$ cat src/rtl/mux_sel_sequencer.sv
// Serializes 4-bit words onto a 4:1 mux by stepping its select, with per-bit hold and pause.
// Optional macro SEL_MSB_FIRST_EN streams MSB-first (select counts 3..0) instead of LSB-first.
module mux_sel_sequencer #(
    parameter int HOLD_CYCLES = 1,
    parameter int CNT_W       = $clog2(HOLD_CYCLES + 1)
) (
    input  logic       clk,
    input  logic       rst_n,
    input  logic       s_valid,
    output logic       s_ready,
    input  logic [3:0] s_data,
    input  logic       pause,
    output logic [3:0] mux_in,
    output logic [1:0] mux_sel,
    output logic       bit_valid,
    output logic       bit_last,
    output logic       busy
);

`ifdef SEL_MSB_FIRST_EN
    localparam logic [1:0] SEL_START = 2'd3;
    localparam logic [1:0] SEL_END   = 2'd0;
`else
    localparam logic [1:0] SEL_START = 2'd0;
    localparam logic [1:0] SEL_END   = 2'd3;
`endif

    localparam logic [CNT_W-1:0] HOLD_LAST = CNT_W'(HOLD_CYCLES - 1);

    typedef enum logic {
        IDLE,
        SHIFT
    } state_t;

    state_t           state;
    logic [CNT_W-1:0] hold_cnt;
    logic [1:0]       sel_next;
    logic             hold_done;
    logic             at_end;
    logic             accept;

`ifdef SEL_MSB_FIRST_EN
    assign sel_next = mux_sel - 2'd1;
`else
    assign sel_next = mux_sel + 2'd1;
`endif

    assign hold_done = (hold_cnt == HOLD_LAST);
    assign at_end    = (mux_sel == SEL_END);

    // The final hold cycle of the last bit doubles as the accept slot, so words chain with no bubble.
    assign s_ready = !pause && ((state == IDLE) || ((state == SHIFT) && at_end && hold_done));
    assign accept  = s_valid && s_ready;

    // NOTE: state registers use non-blocking assignments so every register samples pre-edge values.
    always_ff @(posedge clk or negedge rst_n) begin
        if (!rst_n) begin
            state     <= IDLE;
            hold_cnt  <= '0;
            mux_in    <= 4'b0000;
            mux_sel   <= 2'b00;
            bit_valid <= 1'b0;
            bit_last  <= 1'b0;
            busy      <= 1'b0;
        end else if (accept) begin
            state     <= SHIFT;
            hold_cnt  <= '0;
            mux_in    <= s_data;
            mux_sel   <= SEL_START;
            bit_valid <= 1'b1;
            bit_last  <= 1'b0;
            busy      <= 1'b1;
        end else if ((state == SHIFT) && !pause) begin
            if (!hold_done) begin
                hold_cnt <= hold_cnt + CNT_W'(1);
            end else begin
                hold_cnt <= '0;
                if (!at_end) begin
                    mux_sel  <= sel_next;
                    bit_last <= (sel_next == SEL_END);
                end else begin
                    // mux_in keeps the last word; only the select returns to its idle value.
                    state     <= IDLE;
                    mux_sel   <= 2'b00;
                    bit_valid <= 1'b0;
                    bit_last  <= 1'b0;
                    busy      <= 1'b0;
                end
            end
        end
    end

endmodule

$ cat config.mk
export PLATFORM = sky130hd
export DESIGN_NAME = mux_sel_sequencer
export DESIGN_NICKNAME = d
export VERILOG_FILES = /design/src/rtl/mux_sel_sequencer.sv
export SDC_FILE = /design/constraint.sdc
export NUM_CORES = 1
export LEC_CHECK = 0
export CAP_MARGIN = 30
export CORE_AREA = 2 2 39 41
export CTS_CLUSTER_SIZE = 30
export DETAILED_ROUTE_END_ITERATION = 8
export DIE_AREA = 0 0 41 43
export MAX_ROUTING_LAYER = met4
export SLEW_MARGIN = 5
export SYNTH_ARGS = -nofsm -noshare
export SYNTH_HDL_FRONTEND = slang
export SYNTH_SLANG_ARGS = --single-unit
$ cat constraint.sdc
create_clock -name clk -period 1.3 [get_ports clk]
set_input_delay 0.325 -clock clk [delete_from_list [all_inputs] [get_ports clk]]
set_output_delay 0.325 -clock clk [all_outputs]
set_load 0.02 [all_outputs]
==> results.txt, run 1 <==
Across the run, the number of max-cap violations was 0. The combined global-route utilization of all metal layers was 12.0%. The most common flop cell mapped by yosys is sky130_fd_sc_hd__dfrtp_1. The final worst setup slack is -0.152 ns. The final count of negative-setup-slack endpoints is 5, and the yosys synthesis warning count is 0. The count of input and output buffers came out at 17. The tools report the detailed-placement wirelength estimate as 658 um.

The distinct cell type count of the synthesized netlist is 15. The first global-routing pass estimated 1350 um of wire. The logs give 0 for the final count of pins violating max slew and 689 MHz for the peak clock frequency supported by timing.

Synthesis inferred 8 register bits. Traced cell by cell, the critical path runs through ha_4 > nor2b_4 > nor2_2 > buf_6. The logs give 0.25 ns for the clock latency on the worst-skew pair and 1380 um^2 for the area of the core region. The run gives 2 as the detailed-router iteration count before antenna repair. Level count of the clock H-tree: 1. In this run the biggest area consumer among cell types represents 50.6% of the synthesized area. The run gives 41 as the post-synthesis net count.

The detail route stage leaves a number of antenna-violating nets equal to 0. The checks that failed: setup timing. On the critical path, the stage with the largest delay is an instance of sky130_fd_sc_hd__dfrtp_2. The number of hold buffers added after CTS was 0. The tools report the number of top-level pins as 18.

The root buffer cell chosen for the clock tree is sky130_fd_sc_hd__clkbuf_4. The area growth from synthesis to layout is 73.4%. Setup total negative slack on the finished layout was measured at -0.565 ns. Hold is met by 0.354 ns. STA classifies the critical path endpoint as a primary output. Along the worst path, the maximum fanout reaches 2. The actual slew at the worst max-slew pin was 0.372 ns.

TritonCTS built the clock tree. Summed over all instances, the cell type with the most area after synthesis is sky130_fd_sc_hd__dfrtp_1. The worst vdd rail ir drop was 1010 uV; the maximum root-to-sink buffer count was 2. After the first detailed-routing iteration, the DRC count stood at 4.

For this run, design rule violations remaining after detail routing come to 0. Each instance of the synthesized netlist takes up on average 12.8 um^2. The clock transition at the registers of the reported paths was 0.06 ns. The leading cell type by number of instances after synthesis was sky130_fd_sc_hd__dfrtp_1. The tools report the area of the die as 1760 um^2. The number of clock buffers added by TritonCTS is 3.

The setup skew after layout came out at 0.00616 ns. The site row count was 14; the x dimension of the die was 41 um. For the initial antenna violation count, the log shows 0. In the synthesized netlist, the number of instances is 31. By count the netlist is led by sky130_fd_sc_hd__dfrtp_1, sky130_fd_sc_hd__mux2_4, sky130_fd_sc_hd__inv_1. For the worst slew margin relative to its limit, the log shows 75.1%. Setup repair after global routing could not meet its margin everywhere. The delay of the slowest cell on the worst path came out at 0.42 ns.

The category of the most critical setup path is reg2out. The tools report the number of antenna cells inserted as 0. The combined buffer and inverter count along the critical path was 1.

For the worst setup path, the data arrival time is 1.13 ns. For the via total after detailed routing, the log shows 324. Ranked by total cell area, the synthesized netlist is headed by sky130_fd_sc_hd__dfrtp_1, sky130_fd_sc_hd__mux2_4, sky130_fd_sc_hd__ha_1, sky130_fd_sc_hd__a22o_1, sky130_fd_sc_hd__nor2b_4. The run gives 0.98 ns as the required time of the critical path. The run finished, with violations left.

Average vias per placed instance: 4.32. The logs give 8 for the number of sinks handled by clock tree synthesis and 346 for the number of global-route vias before repair. For this design the ratio of total power to cell area is 2320 nW/um^2.

The initial core utilization came out at 28.6%. Mean routed wirelength per cell: 11.5 um. The smallest clock period supported by the final layout is computed as 1.45 ns. From bottom edge to top edge, the die measures 43 um. The worst setup path is launched from a flip-flop.

The number of enable flip-flop cells after synthesis came out at 0. The fraction of final layout cells sized beyond drive strength 1 is 49.2%, and the final RePlAce weighted congestion is 0.696. Entering global routing, the biggest net connects 9 pins. The analysis attributes to cell leakage a power of 0.330 nW. The path class of the tightest hold or removal check is in2async.

Counting the fill cells in the layout gives 156. Setup slack on the worst reg-to-reg path comes out at -0.11 ns. Sequential cells were found to cover 50.6% of the synthesized design area.

For this block, the routed nets add up to 863 um of wire. The logs give 0 for the count of endpoints failing hold in the final timing report and 395 um^2 for the area of the mapped netlist. Global routing finished with a remaining overflow of 0.

In the final design database the tool counted 71 nets. The share of synthesized flip-flops with an asynchronous set or reset works out to 100%. In this design, the largest share of critical-path delay is due to flip-flops. The fraction of the cycle the final worst path needs came out at 112%.
per-layer routing:
metal,global-route usage (%),share of wire [%]
met1,13.5,46
met2,17.5,46
met3,3.66,7.6
met4,8.00,0
met5,-,0
power breakdown:
| part | switching, mW | internal [mW] |
|---|---|---|
| sequential | 0.0760 | 0.375 |
| combinational | 0.438 | 0.518 |
| clock | 0.0818 | 0.105 |
flip-flops by register name, summed over array words and instances (netlist names):
name / cells
mux_in: 4
mux_sel: 2
bit_last: 1
state: 1
cell usage in the layout, fill, tap and decap left out, drive strengths merged:
cell,synthesis,routed
dfrtp,8,8
o21ai,1,1
inv,3,3
a22o,2,2
clkdlybuf4s15,0,3
mux2,4,4
nor2b,1,1
buf,1,14
nand2b,2,2
o21bai,1,1
clkbuf,0,3
nor2,2,2
nand2,2,2
ha,2,2
a21oi,1,1
o31ai,1,1
clkdlybuf4s50,0,5
dlygate4sd2,0,4
area by class of cell:
type,instances,area [um^2],area share [%]
timing repair buffer,26,226,33.0
tap,16,20.0,2.92
inverter,3,11.3,1.64
sequential,8,203,29.6
clock buffer,3,22.5,3.28
multi-input combinational,19,203,29.6
repair_timing:
action | 4_1_cts | 5_1_grt
cloned | 0 | 0
setup endpoints to repair | 14 | 11
gates resized for setup | 32 | 6
pin swaps | 2 | 1
buffers inserted | 2 | 0
worst paths after layout:
| kind | cells after the start | start | endpoint |
|---|---|---|---|
| hold / removal | 1 | rst_n | mux_in[2] |
| hold reg to reg | 1 | mux_in[3] | mux_in[3] |
| max in group asynchronous | 1 | rst_n | mux_sel[1] |
| setup reg to reg | 6 | mux_sel[0] | mux_in[1] |
| setup / recovery | 4 | mux_sel[0] | s_ready |
| min in group clk | 3 | s_valid | state |
kinds of logic (layout without fill, tap and decap cells):
family	count (synthesis)	after routing	share of synthesized area [%]
adders and majority gates	2	2	6.33
AOI/OAI and AO/OA	6	6	10.8
muxes	4	4	15.2
DFF	8	8	50.6
and+or+nand+nor	7	7	12.3
buffers and inverters	4	32	4.75
per-stage QoR:
step	power [mW]	worst slack (ns)	util (%)	cells	area [um^2]
floorplan	0.975	0.0227	-	31	413
global placement	1.41	-0.477	46.8	70	648
detailed placement	1.42	-0.491	46.8	70	648
CTS	1.58	-0.179	48.6	75	672
global route	1.71	-0.192	49.5	75	686
finish	1.59	-0.152	49.5	75	686
(Power assumes the default switching activity.)
==> inputs of run 2 (changes only) <==
==> constraint.sdc (replaced) <==
create_clock -name clk -period 1.56 [get_ports clk]
set_input_delay 0.39 -clock clk [delete_from_list [all_inputs] [get_ports clk]]
set_output_delay 0.39 -clock clk [all_outputs]
set_load 0.02 [all_outputs]
==> run 2 against run 1 <==
Effect of this change:
- final cell count decreased by 1.3%
- largest power group unchanged
- worst hold slack improved by 0.053 ns
- via count decreased by 3.1%
- the flow now finishes without violations
- power decreased by 22%
- first-iteration DRC count decreased by 75%
- clock power decreased by 18%
- core utilization decreased by 1.4 points
- combinational power decreased by 24%
- non-clock buffer count decreased by 1
- wire length decreased by 1.9%
- clock skew decreased by 0.0046 ns
==> results.txt, run 2 (synthesis gave the netlist of run 1 again) <==
The flow ran to the end, and the final reports show no timing, DRC or antenna violations. The x dimension of the die was 41 um (unchanged). The area growth from synthesis to layout is 68.4%, and the number of top-level pins is 18 (unchanged).

The tools report the initial antenna violation count as 0 (unchanged). For the initial DRC count, the log shows 1 (-3). The largest driver fanout on the critical path was 2 (unchanged); the final total power was 1.24 mW (-22%). The count of endpoints failing hold in the final timing report was 0 (unchanged); the mean routed wirelength per cell was 11.4 um (-0.53%). The DRC violation count after routing is 0 (unchanged), and the area of the die is 1760 um^2 (unchanged).

The worst reg-to-reg setup slack is 0.22 ns (+0.33 ns), and the total power density per cell area is 1860 nW/um^2 (-20%). The number of sinks handled by clock tree synthesis is 8 (unchanged), and the instance count after placement with tap cells included is 70 (unchanged). The fraction of final layout cells sized beyond drive strength 1 is 36.2% (-13 points).

For the number of global-route vias before repair, the log shows 303 (-12%). Clock transition at the registers of the reported paths: 0.05 ns (about the same). The average vias per placed instance came out at 4.24 (-1.8%).

Total length of routed wires: 847 um (-1.9%). Category of the most critical setup path: reg2out. Dividing the final minimum period by the clock period gives 96.9%. The detailed-router iteration count before antenna repair was 2 (unchanged). The maximum number of pins on one net before global-route repair was 9 (unchanged); the number of antenna cells inserted was 0 (unchanged).

TritonCTS built the clock tree. The residual overflow from global routing came out at 0 (unchanged). The buffer type at the clock tree root is sky130_fd_sc_hd__clkbuf_4.

The total of fill cells in the finished design was 128 (-18%); the post-route minimum period was 1.51 ns. The sequential cell area is 200 um^2 (-1.2%). Site row count: 14 (unchanged). The register bank with the most flops is mux_in. The via total after detailed routing is 314 (-3.1%). Setup repair after global routing could not meet its margin everywhere. The final RePlAce weighted congestion was 0.697 (+0.13%); the detailed-placement wirelength estimate was 642 um (-2.4%).

STA classifies the critical path endpoint as a primary output. The peak clock frequency supported by timing came out at 661 MHz. The run gives 1.17 ns (+0.19 ns) as the required time of the critical path. The leakage power total was 0.338 nW (+2.6%). The clock latency on the worst-skew pair was 0.25 ns (about the same). The level count of the clock H-tree was 1 (unchanged).

The tools report the initial core utilization as 28.6% (unchanged). The worst min-delay path category is in2async. The antenna violation net count after detailed routing is 0 (unchanged).

The final count of pins violating max slew was 0 (unchanged); the flip-flop count of the largest register after layout was 4 (unchanged). The final count of negative-setup-slack endpoints was 0 (-5); the global-route wire length before repair was 1320 um (-2.1%). The worst slew margin relative to its limit came out at 77.8% (+2.7 points).

The run gives 70 (-1.4%) as the number of nets at the end of the flow. For the setup skew after layout, the log shows 0.00158 ns (-0.00459 ns). The post-cts hold buffer count was 0 (unchanged). The count of input and output buffers came out at 17 (unchanged). The combined global-route utilization of all metal layers was 11.8% (-0.26 points); the overall die height was 43 um (unchanged).

The max-capacitance violation count is 0 (unchanged). Leaving out fill and tap cells, the most frequent cell in the layout is sky130_fd_sc_hd__dlygate4sd2_1. The area of the core region is 1380 um^2 (unchanged). The largest registers in the layout are mux_in (4), mux_sel (2). The worst vdd rail ir drop is 787 uV (-22%), and the actual slew at the worst max-slew pin is 0.332 ns (-0.0400 ns). The worst setup path is launched from a flip-flop. Arrival time at the worst endpoint: 1.12 ns (about the same). The final non-filler cell total came out at 74 (-1.3%).

The maximum root-to-sink buffer count is 2 (unchanged). The CTS buffer count was 3 (unchanged); the area of the multi-input gates was 189 um^2 (-6.8%). The top cell types in the final layout, fill and taps aside, are sky130_fd_sc_hd__dlygate4sd2_1, sky130_fd_sc_hd__dfrtp_1, sky130_fd_sc_hd__buf_4.
-- run 2: changes by cell type in the layout (fill, tap and decap cells not counted), sizes merged --
cell and change:
dlymetal6s2s +1, clkdlybuf4s50 +1, buf -5, dlygate4sd2 +5
clkdlybuf4s15 -3
-- run 2: critical path: stages (launching register included) --
cell and delay [ns]:
sky130_fd_sc_hd__dfrtp_1 0.38, sky130_fd_sc_hd__ha_2 0.21, sky130_fd_sc_hd__nor2b_4 0.12, sky130_fd_sc_hd__nor2_2 0.04, sky130_fd_sc_hd__buf_6 0.12
-- run 2: final timing paths --
kind	endpoint	startpoint	depth (start not counted)
hold / removal	mux_in[2]	rst_n	1
min in group clk	bit_last	bit_last	1
hold reg to reg	bit_last	bit_last	1
setup / recovery	s_ready	mux_sel[0]	4
setup reg to reg	mux_in[3]	mux_sel[0]	5
max in group asynchronous	mux_sel[1]	rst_n	1
-- run 2: through the flow --
| step | util [%] | instance area, um^2 | worst slack (ns) | hold WS [ns] | TNS, ns |
|---|---|---|---|---|---|
| after floorplan | - | 395 | 0.0503 | 0.0944 | 0 |
| after global placement | 45.6 | 631 | -0.334 | 0.493 | -1.19 |
| after detailed placement | 45.6 | 631 | -0.350 | 0.497 | -1.26 |
| after CTS | 46.2 | 639 | 0.0210 | 0.410 | 0 |
| after global routing | 48.1 | 666 | -0.00143 | 0.428 | -0.00143 |
| final | 48.1 | 666 | 0.0483 | 0.407 | 0 |
-- run 2: area by class of cell --
cell class                 count  share of cell area (%)
timing repair buffer          25                    33.5
sequential                     8                    30.1
multi-input combinational     19                    28.4
clock buffer                   3                    3.38
tap                           16                    3.01
inverter                       3                    1.69
-- run 2: timing repair --
action                                  4_1_cts  5_1_grt
setup buffers                                 0        1
endpoints found under the hold margin         0        0
pin swaps                                     0        1
resized for setup                            14        5
endpoints found under the setup margin       10        5
-- run 2: where the power goes --
group / internal [mW] / switching, mW
clock: 0.0877 / 0.0654
sequential: 0.307 / 0.0502
combinational: 0.378 / 0.352
-- run 2: routing by layer --
| metal | vias to the layer above | part of all wire [%] | global-route usage, % |
|---|---|---|---|
| met3 | 2 | 7.8 | 3.14 |
| met1 | 140 | 49 | 15.3 |
| met4 | 0 | 0.47 | 8.00 |
| met2 | 14 | 42 | 15.3 |
| met5 | - | 0 | - |
| li1 | 158 | - | - |
==> inputs of run 3 (changes only) <==
--- a/config.mk
+++ b/config.mk
@@ -6,11 +6,13 @@
 export NUM_CORES = 1
 export LEC_CHECK = 0
 export CAP_MARGIN = 30
-export CORE_AREA = 2 2 39 41
-export CTS_CLUSTER_SIZE = 30
+export CELL_PAD_IN_SITES_DETAIL_PLACEMENT = 1
+export CELL_PAD_IN_SITES_GLOBAL_PLACEMENT = 1
+export CORE_UTILIZATION = 28
+export CTS_CLUSTER_SIZE = 40
 export DETAILED_ROUTE_END_ITERATION = 8
-export DIE_AREA = 0 0 41 43
 export MAX_ROUTING_LAYER = met4
+export PLACE_DENSITY_LB_ADDON = 0.1
 export SLEW_MARGIN = 5
 export SYNTH_ARGS = -nofsm -noshare
 export SYNTH_HDL_FRONTEND = slang
==> run 3 against run 2 <==
Effect of this change:
- global-route usage grew 4.5 points
- critical path depth shrank 2
- largest cell class unchanged
- worst hold slack gained 0.015 ns
- wire length grew 5.9%
==> results.txt, run 3 (synthesis gave the netlist of run 1 again) <==
The worst slew margin relative to its limit came out at 75.5% (-2.3 points). The overall die height was 39.6 um (-8.0%); the largest driver fanout on the critical path was 4 (+2). The count of input and output buffers is 17 (unchanged), and the share of power burned in the clock network is 12.0% (-0.3 points).

The detailed-placement wirelength estimate is 747 um (+16%), and the clock transition at the registers of the reported paths is 0.05 ns (about the same). The worst vdd rail ir drop came out at 714 uV (-9.3%). The maximum root-to-sink buffer count was 2 (unchanged); the clock latency on the worst-skew pair was 0.25 ns (about the same). For the detailed-router iteration count before antenna repair, the log shows 2 (unchanged).

The final total power was 1.26 mW (+1.2%). The combined buffer and inverter count along the critical path came out at 2 (+1). The mean routed wirelength per cell came out at 12.5 um (+8.8%).

The area of the die was 1570 um^2 (-11%). The final worst setup slack is 0.0376 ns (-0.0107 ns), and the total length of routed wires is 897 um (+5.9%). The antenna violation net count after detailed routing was 0 (unchanged). The fraction of final layout cells sized beyond drive strength 1 is 35.1% (-1.1 points), and the residual overflow from global routing is 0 (unchanged). The category of the most critical setup path was reg2out.

The initial antenna violation count is 0 (unchanged). The most utilized layer in the global route result is met2. Setup repair after global routing could not meet its margin everywhere. The flip-flop count of the largest register after layout is 4 (unchanged), and the post-route minimum period is 1.52 ns (+0.0107 ns). The average vias per placed instance is 4.71 (+11%), and the met2 track utilization from global routing is 27.5% (+12 points).

The x dimension of the die was 39.6 um (-3.5%). The level count of the clock H-tree was 1 (unchanged). The flow ran to the end, and the final reports show no timing, DRC or antenna violations. The startpoint type of the worst setup path is a flip-flop.

The via total after detailed routing came out at 339 (+8.0%). The met3 usage in global routing was 3.41% (+0.27 points); the fraction of the cycle the final worst path needs was 97.6% (+0.69 points). The run gives 657 MHz (-0.70%) as the peak clock frequency supported by timing. Relative to the synthesized area, the layout overhead comes to 68.0%. The tools report the fraction of power consumed by combinational cells as 58.4% (-0.5 points).

For the maximum number of pins on one net before global-route repair, the log shows 9 (unchanged). The global-route wire length before repair came out at 1570 um (+18%). In the layout the commonest cells are sky130_fd_sc_hd__dlygate4sd2_1, sky130_fd_sc_hd__dfrtp_1, sky130_fd_sc_hd__clkdlybuf4s50_1, sky130_fd_sc_hd__buf_4, sky130_fd_sc_hd__mux2_4. The final count of negative-setup-slack endpoints was 0 (unchanged). The largest registers in the layout are mux_in (4), mux_sel (2). The run gives 1.17 ns (about the same) as the required time of the critical path.

The logs give 0 (unchanged) for the count of endpoints failing hold in the final timing report and -0.356 ns (-0.00545 ns) for the worst setup timing slack at the placement stage. The run gives 1.13 ns (about the same) as the arrival time at the worst endpoint. The switching power share of the total was 38.5% (+0.85 points).

The cell class contributing the biggest share of worst-path delay was buffers and inverters. The critical path goes through buf_4 > dlygate4sd2_1. The number of sinks handled by clock tree synthesis was 8 (unchanged); the buffers inserted during post-CTS setup optimization was 0 (unchanged).

TritonCTS built the clock tree. The actual slew at the worst max-slew pin was 0.366 ns (+0.0343 ns). The tools report the endpoint type of the worst setup path as a primary output. In this run the worst hold path is classified as in2async. The tools report the routing usage on met1 as 17.0% (+1.7 points).

The library cell used most frequently in the layout, excluding fill and tap cells, is sky130_fd_sc_hd__dlygate4sd2_1. Number of nets at the end of the flow: 69 (-1.4%). The site row count was 13 (-1).

Initial DRC count: 1 (unchanged). The number of top-level pins came out at 18 (unchanged). The initial core utilization came out at 30.4% (+1.8 points). The tools report the combined global-route utilization of all metal layers as 16.3% (+4.5 points). The tools report the DRC violation count after routing as 0 (unchanged). Delay of the slowest cell on the worst path: 0.41 ns (+0.03 ns). The final RePlAce weighted congestion is 0.668 (-4.2%), and the CTS buffer count is 3 (unchanged). The root buffer cell chosen for the clock tree is sky130_fd_sc_hd__clkbuf_4.

The total power density per cell area was 1890 nW/um^2 (+1.4%); the setup skew after layout was 0.00636 ns (+0.00478 ns). Ranked by flip-flop count, first place goes to mux_in. The number of antenna cells inserted was 0 (unchanged); the final count of pins violating max slew was 0 (unchanged).

The run gives 370 (+22%) as the number of global-route vias before repair. The relative contribution of sequential cells to total power is 29.6% (+0.8 points). The critical-path cell with the highest stage delay was sky130_fd_sc_hd__dfrtp_1.

The cell internal power dissipation was 0.772 mW (-0.19%). The area of the core region came out at 1300 um^2 (-6.0%). The switching power summed over all nets was 0.484 mW (+3.5%); the leakage power total was 0.325 nW (-3.9%). Max-capacitance violation count: 0 (unchanged).
[run 3: changes by cell type in the layout (fill, tap and decap cells not counted)]
| cell | previous run | this run |
|---|---|---|
| sky130_fd_sc_hd__ha_4 | 0 | 1 |
| sky130_fd_sc_hd__dlymetal6s2s_1 | 1 | 0 |
| sky130_fd_sc_hd__buf_4 | 8 | 7 |
| sky130_fd_sc_hd__ha_2 | 1 | 0 |
| sky130_fd_sc_hd__clkdlybuf4s50_1 | 6 | 7 |
[run 3: repair_timing]
| action | in CTS | in global routing |
|---|---|---|
| resized for setup | 14 | 5 |
| pin swaps | 0 | 2 |
| setup endpoints to repair | 10 | 3 |
| hold buffers | 0 | 0 |
[run 3: power groups by stage]
stage          logic [mW]  registers, mW  clock network [mW]
6_report            0.733          0.372               0.151
5_1_grt             0.805          0.384               0.173
4_1_cts             0.722          0.364               0.161
3_5_place_dp        0.804          0.368                   0
3_3_place_gp        0.782          0.359                   0
2_1_floorplan       0.279          0.503                   0
[run 3: layout make-up]
cell class,count,area (um^2)
Clock buffer,3,22.5
Fill cell,149,637
Inverter,3,11.3
Multi-Input combinational cell,19,199
Sequential cell,8,200
Tap cell,15,18.8
Timing Repair Buffer,24,213
[run 3: path summary, 6_finish.rpt]
| kind | slack, ns | cells after the start | from | endpoint |
|---|---|---|---|---|
| max | 0.04 | 2 | mux_sel[0] | mux_sel[0] |
| min | 0.42 | 1 | rst_n | mux_in[1] |
| max reg2reg | 0.22 | 5 | mux_sel[1] | mux_in[3] |
| min reg2reg | 0.51 | 1 | mux_in[1] | mux_in[1] |
| max in group asynchronous | 0.87 | 1 | rst_n | mux_in[2] |
| min in group clk | 0.51 | 1 | mux_in[1] | mux_in[1] |
[run 3: routing by layer]
layer	part of all wire, %	vias up	wire length (um)
met3	6.6	2	59
met1	42	166	378
met4	1.3	0	12
li1	-	158	-
met2	50	13	447
met5	0	-	0
[run 3: through the flow]
stage / hold WS (ns) / cell area, um^2 / utilization, % / std cells / setup TNS, ns
floorplan: 0.0944 / 395 / - / 31 / 0
global placement: 0.490 / 629 / 48.4 / 69 / -1.13
detailed placement: 0.503 / 629 / 48.4 / 69 / -1.32
CTS: 0.427 / 638 / 49.0 / 72 / 0
global route: 0.445 / 664 / 51.1 / 72 / -0.00600
finish: 0.421 / 664 / 51.1 / 72 / 0
